**config.mk**
```make
export PLATFORM = sky130hd
export DESIGN_NAME = noc_output_arbiter
export DESIGN_NICKNAME = d
export VERILOG_FILES = /design/src/rtl/noc_output_arbiter_pkg.sv /design/src/rtl/noc_rr_picker.sv /design/src/rtl/noc_output_arbiter.sv
export SDC_FILE = /design/constraint.sdc
export NUM_CORES = 1
export LEC_CHECK = 0
export CAP_MARGIN = 20
export CORE_ASPECT_RATIO = 0.6
export CORE_MARGIN = 2
export CORE_UTILIZATION = 38
export CTS_CLUSTER_DIAMETER = 60
export DETAILED_ROUTE_END_ITERATION = 10
export PLACE_DENSITY = 0.84
export SLEW_MARGIN = 15
export SYNTH_ARGS = -nofsm -noshare
export SYNTH_HDL_FRONTEND = slang
export SYNTH_SLANG_ARGS = --single-unit
```
**constraint.sdc**
```tcl
create_clock -name noc_clk -period 7.35 [get_ports noc_clk]
set_input_delay 1.47 -clock noc_clk [delete_from_list [all_inputs] [get_ports noc_clk]]
set_output_delay 1.47 -clock noc_clk [all_outputs]
set_load 0.01 [all_outputs]
```
**src/rtl/noc_output_arbiter_pkg.sv**
```systemverilog
// rtl/noc_output_arbiter_pkg.sv - shared NoC parameters and arbiter state encoding
package noc_output_arbiter_pkg;

    localparam int NOC_DATA_WIDTH = 32;
    localparam int NOC_NUM_IN     = 5;

    typedef enum logic {
        ST_IDLE   = 1'b0,
        ST_LOCKED = 1'b1
    } arb_state_e;

endpackage

```
**src/rtl/noc_rr_picker.sv**
```systemverilog
// rtl/noc_rr_picker.sv - combinational round-robin picker starting at rr_ptr
module noc_rr_picker #(
    parameter int NUM_IN = 5,
    parameter int IDX_W  = $clog2(NUM_IN)
) (
    input  logic [NUM_IN-1:0] elig,
    input  logic [IDX_W-1:0]  rr_ptr,
    output logic [IDX_W-1:0]  winner,
    output logic              any_valid
);

    // Scan from the farthest offset back to rr_ptr so the closest eligible index wins.
    always_comb begin
        winner    = '0;
        any_valid = 1'b0;
        for (int k = NUM_IN - 1; k >= 0; k--) begin
            int idx;
            idx = int'(rr_ptr) + k;
            if (idx >= NUM_IN) begin
                idx = idx - NUM_IN;
            end
            if (elig[idx]) begin
                winner    = IDX_W'(idx);
                any_valid = 1'b1;
            end
        end
    end

endmodule

```
**src/rtl/noc_output_arbiter.sv**
```systemverilog
// rtl/noc_output_arbiter.sv - wormhole round-robin output-port arbiter for one link
module noc_output_arbiter
    import noc_output_arbiter_pkg::*;
#(
    parameter int NUM_IN     = NOC_NUM_IN,
    parameter int DATA_WIDTH = NOC_DATA_WIDTH,
    parameter int IDX_W      = $clog2(NUM_IN)
) (
    input  logic                         noc_clk,
    input  logic                         noc_rst_n,
    input  logic [NUM_IN-1:0]            req_valid,
    output logic [NUM_IN-1:0]            req_ready,
    input  logic [NUM_IN*DATA_WIDTH-1:0] req_flit,
    input  logic [NUM_IN-1:0]            req_is_header,
    input  logic [NUM_IN-1:0]            req_is_tail,
    output logic                         sender_valid,
    input  logic                         sender_ready,
    output logic [DATA_WIDTH-1:0]        sender_flit,
    output logic                         sender_is_header,
    output logic                         sender_is_tail,
    output logic [IDX_W-1:0]             grant_id,
    output logic                         busy,
    output logic [15:0]                  pkt_count,
    output logic                         err_orphan
);

    arb_state_e       state_q, state_d;
    logic [IDX_W-1:0] rr_ptr_q, rr_ptr_d;
    logic [IDX_W-1:0] grant_id_q, grant_id_d;
    logic [15:0]      pkt_count_q, pkt_count_d;
    logic             err_orphan_q, err_orphan_d;

    logic [NUM_IN-1:0]     elig;
    logic [IDX_W-1:0]      winner;
    logic                  any_valid;
    logic [IDX_W-1:0]      sel_idx;
    logic                  sel_active;
    logic                  sel_valid;
    logic                  sel_header;
    logic                  sel_tail;
    logic [DATA_WIDTH-1:0] sel_flit;
    logic                  xfer;

    function automatic logic [IDX_W-1:0] next_idx(input logic [IDX_W-1:0] idx);
        if (idx == IDX_W'(NUM_IN - 1)) begin
            return '0;
        end
        return idx + IDX_W'(1);
    endfunction

    assign elig = req_valid & req_is_header;

    noc_rr_picker #(
        .NUM_IN (NUM_IN),
        .IDX_W  (IDX_W)
    ) u_picker (
        .elig      (elig),
        .rr_ptr    (rr_ptr_q),
        .winner    (winner),
        .any_valid (any_valid)
    );

    // Source selection: arbitration winner while idle, the locked owner otherwise.
    always_comb begin
        sel_idx    = grant_id_q;
        sel_active = 1'b1;
        if (state_q == ST_IDLE) begin
            sel_idx    = winner;
            sel_active = any_valid;
        end
    end

    // Mux the selected requester's flit and sideband flags.
    always_comb begin
        sel_valid  = 1'b0;
        sel_header = 1'b0;
        sel_tail   = 1'b0;
        sel_flit   = '0;
        for (int i = 0; i < NUM_IN; i++) begin
            if (IDX_W'(i) == sel_idx) begin
                sel_valid  = req_valid[i];
                sel_header = req_is_header[i];
                sel_tail   = req_is_tail[i];
                sel_flit   = req_flit[i*DATA_WIDTH +: DATA_WIDTH];
            end
        end
    end

    // Link-facing outputs; everything combinational is held low while in reset.
    always_comb begin
        sender_valid     = 1'b0;
        sender_flit      = '0;
        sender_is_header = 1'b0;
        sender_is_tail   = 1'b0;
        req_ready        = '0;
        if (noc_rst_n && sel_active) begin
            sender_valid     = sel_valid;
            sender_flit      = sel_flit;
            sender_is_header = sel_header;
            sender_is_tail   = sel_tail;
            for (int i = 0; i < NUM_IN; i++) begin
                if (IDX_W'(i) == sel_idx) begin
                    req_ready[i] = sender_ready;
                end
            end
        end
    end

    assign xfer = sender_valid && sender_ready;

    // Next-state: lock on a multi-flit header, release and advance the pointer on tail.
    always_comb begin
        state_d      = state_q;
        rr_ptr_d     = rr_ptr_q;
        grant_id_d   = grant_id_q;
        pkt_count_d  = pkt_count_q;
        err_orphan_d = err_orphan_q;
        case (state_q)
            ST_IDLE: begin
                if (|(req_valid & ~req_is_header)) begin
                    err_orphan_d = 1'b1;
                end
                if (xfer) begin
                    grant_id_d = winner;
                    if (sel_tail) begin
                        rr_ptr_d    = next_idx(winner);
                        pkt_count_d = pkt_count_q + 16'd1;
                    end else begin
                        state_d = ST_LOCKED;
                    end
                end
            end
            ST_LOCKED: begin
                if (xfer && sel_tail) begin
                    state_d     = ST_IDLE;
                    rr_ptr_d    = next_idx(grant_id_q);
                    pkt_count_d = pkt_count_q + 16'd1;
                end
            end
            default: begin
                state_d = ST_IDLE;
            end
        endcase
    end

    // State registers with asynchronous reset.
    always_ff @(posedge noc_clk or negedge noc_rst_n) begin
        if (!noc_rst_n) begin
            state_q      <= ST_IDLE;
            rr_ptr_q     <= '0;
            grant_id_q   <= '0;
            pkt_count_q  <= '0;
            err_orphan_q <= 1'b0;
        end else begin
            state_q      <= state_d;
            rr_ptr_q     <= rr_ptr_d;
            grant_id_q   <= grant_id_d;
            pkt_count_q  <= pkt_count_d;
            err_orphan_q <= err_orphan_d;
        end
    end

    assign grant_id   = grant_id_q;
    assign busy       = (state_q == ST_LOCKED);
    assign pkt_count  = pkt_count_q;
    assign err_orphan = err_orphan_q;

endmodule

```
==> impl_metrics.env <==
export IMPL_outcome="completed"
export IMPL_cts_buffer_depth=2
export IMPL_dieArea_um2=10850
export IMPL_fillers=831
export IMPL_drv_slew=0
export IMPL_period_needed_ps=6976
export IMPL_io_buffers=238
export IMPL_synth_avg_cell_area_um2=6.708
export IMPL_worstPathMaxFanout=66
export IMPL_final_cell_mix="238 x clkdlybuf4s50_1, 80 x a21oi_1, 73 x nand2_1"
export IMPL_htree_levels=1
export IMPL_grt_total_usage=0.2890
export IMPL_clock_root_buffer="clkbuf_16"
export IMPL_synth_nets=760
export IMPL_clk_latency_ps=250
export IMPL_routed_wl_um=17060
export IMPL_ir_worst_vdd_mv=0.3578
export IMPL_drive_above_1_share=0.05109
export IMPL_cp_startpoint="req_is_header[3]"
export IMPL_final_common_cell="clkdlybuf4s50_1"
export IMPL_hp_class="reg -> reg"
export IMPL_busiest_layer="met2"
export IMPL_stdcell_count=918
export IMPL_r2r_cells=14
export IMPL_coreArea_um2=9809
export IMPL_use_met2=0.4435
export IMPL_cp_end_kind="primary output"
export IMPL_gr_total_overflow=0
export IMPL_clkTransAtPathRegs_ps=60
export IMPL_internal_power_uw=1544
export IMPL_drv_cap=0
export IMPL_initial_core_util=0.3878
export IMPL_power_leakage_uw=0.002486
export IMPL_power_density_nw_per_um2=526.7
export IMPL_die_h_um=81.50
export IMPL_r2r_end="pkt_count[1]"
export IMPL_rsz0062_at_grt="false"
export IMPL_synthArstFlopShare=1.000
export IMPL_fin_crit_sh=0.9491
export IMPL_finalSetupViolCount=0
export IMPL_place_congestion=0.9703
export IMPL_syn2layout_area_growth_pct=69.11
export IMPL_regArea_um2=600.6
export IMPL_r2r_start="rr_ptr_q[2]"
export IMPL_die_w_um=133.2
export IMPL_yosysWarnings=0
export IMPL_power_switching_uw=1844
export IMPL_arrival_ps=5510
export IMPL_tritoncts="built"
export IMPL_antenna_cells=0
export IMPL_worstMarginPinSlew_ps=824.4
export IMPL_setup_worst_path_end="sender_flit[7]"
export IMPL_syn_inst=567
export IMPL_syn_area_um2=3804
export IMPL_ys_ff_latch=24
export IMPL_use_met3=0.05556
export IMPL_cp_required_ps=5880
export IMPL_fin_setup_tns_ps=0
export IMPL_hold_ws_ps=473.7
export IMPL_seqPwrFrac=0.062
export IMPL_fin_skew_ps=2.333
export IMPL_grt_start_max_net_pins=67
export IMPL_r2r_slack_ps=1890
export IMPL_fin_nets=977
export IMPL_vias=5326
export IMPL_synth_edf_count=0
export IMPL_cts_buffers=3
export IMPL_fmax_mhz=143.4
export IMPL_drc=0
export IMPL_grt_pass1_vias=4876
export IMPL_path_class="in -> out"
export IMPL_synth_flop_cell="dfrtp_1"
export IMPL_yosys_cell_types_count=66
export IMPL_drtIter0Drc=410
export IMPL_switching_share=0.5444
export IMPL_use_met1=0.4210
export IMPL_place_hpwl_um=13210
export IMPL_wl_per_cell_um=18.58
export IMPL_dp_cells=914
export IMPL_share_comb_of_total_power=0.900
export IMPL_grt_pass1_wl_um=25390
export IMPL_fp_row_count=28
export IMPL_finalHoldViolCount=0
export IMPL_numClockSinks=24
export IMPL_hold_buffers=0
export IMPL_drtAntennaViolNets=0
export IMPL_yosysSeqAreaShare=0.1579
export IMPL_dr_pass1_iters=5
export IMPL_clockPowerShare=0.038
export IMPL_viasPerCell=5.802
export IMPL_multiInputGateArea_um2=2970
export IMPL_antenna_found_initial=0
export IMPL_startpoint_type="input port"
export IMPL_relSlewSlack=0.4504
export IMPL_io_pins=239
## kinds of logic (layout without fill, tap and decap cells)
| group | after synthesis | in the layout | share of synthesized area |
|---|---|---|---|
| AO/OA/AOI/OAI | 250 | 250 | 0.4118 |
| XOR/XNOR | 22 | 22 | 0.05066 |
| adder cells (fa/ha/maj) | 15 | 15 | 0.05132 |
| buffers and inverters | 62 | 278 | 0.06809 |
| flip-flops | 24 | 24 | 0.1579 |
| multiplexers | 16 | 16 | 0.04375 |
| AND/OR/NAND/NOR | 178 | 178 | 0.2165 |
## power groups by stage
stage / combinational, uW / clock (uW) / sequential, uW
5_1_grt: 3320 / 135 / 217
3_5_place_dp: 2970 / 0 / 212
3_3_place_gp: 2930 / 0 / 210
6_report: 3050 / 128 / 211
2_1_floorplan: 1910 / 0 / 201
4_1_cts: 2990 / 130 / 210
## critical path, cell delays in order
cell	delay, ps
clkdlybuf4s50_1	650
nand2_1	250
nand2_1	130
a31oi_1	150
a2111oi_4	450
inv_1	140
a311o_1	470
a22oi_2	280
buf_12	290
a21oi_1	80
o21ai_0	150
o21ai_0	120
a21oi_1	250
clkdlybuf4s50_1	580
## stage by stage
stage / utilization / total power (uW) / setup WS, ps / cell area, um^2
detailed placement: 0.6464 / 3185 / 273.0 / 6341
CTS: 0.6555 / 3334 / 261.9 / 6430
global placement: 0.6464 / 3141 / 424.5 / 6341
finish: 0.6557 / 3388 / 374.5 / 6432
floorplan: - / 2113 / 1591 / 3804
global route: 0.6557 / 3671 / 36.36 / 6432
## metal layers
metal / part of all wire / up-vias
li1: - / 2517
met1: 0.45 / 2484
met4: 0.013 / 0
met3: 0.10 / 26
met2: 0.43 / 299
met5: 0 / -
## area by class of cell
type / instances / area share
Tap cell: 135 / 0.02626
Inverter: 23 / 0.01342
Multi-Input combinational cell: 481 / 0.4618
Timing Repair Buffer: 251 / 0.3914
Clock buffer: 4 / 0.01381
Sequential cell: 24 / 0.09337
## cell usage after synthesis, types with 5 or more instances
library cell,n,share of area
o22ai_1,5,0.0082
buf_2,6,0.0079
mux2_2,5,0.015
nor3_2,5,0.013
nand4_1,5,0.0082
nor2_1,41,0.040
nor3_1,13,0.017
xor2_1,16,0.037
nand2_1,74,0.073
nand3_1,13,0.017
o211ai_1,5,0.0099
mux2i_1,11,0.029
a21oi_1,81,0.11
a22oi_1,35,0.069
a31oi_1,7,0.012
ha_1,14,0.046
o21ai_0,72,0.095
dfrtp_1,24,0.16
xnor2_1,6,0.014
or3_1,6,0.0099
clkbuf_1,28,0.028
inv_1,21,0.021
## repair_timing
action                                  CTS  global route
setup buffers                             0             0
resized for setup                         0             2
endpoints found under the setup margin    0             2
## registers in the layout, indices dropped and copies added, names as in the netlist, named ones only
signal and flops:
rr_ptr_q 3, err_orphan 1, grant_id 3, pkt_count 16
## worst min path at each step
stage                     cells past startpoint     startpoint  slack, ps            end
after detailed placement                      1     err_orphan        460     err_orphan
after floorplan                               1  pkt_count[15]        500  pkt_count[15]
after global placement                        1  pkt_count[15]        460  pkt_count[15]
after global routing                          1     err_orphan        490     err_orphan
after CTS                                     1     err_orphan        480     err_orphan
final                                         1     err_orphan        470     err_orphan
(Power assumes the default switching activity.)
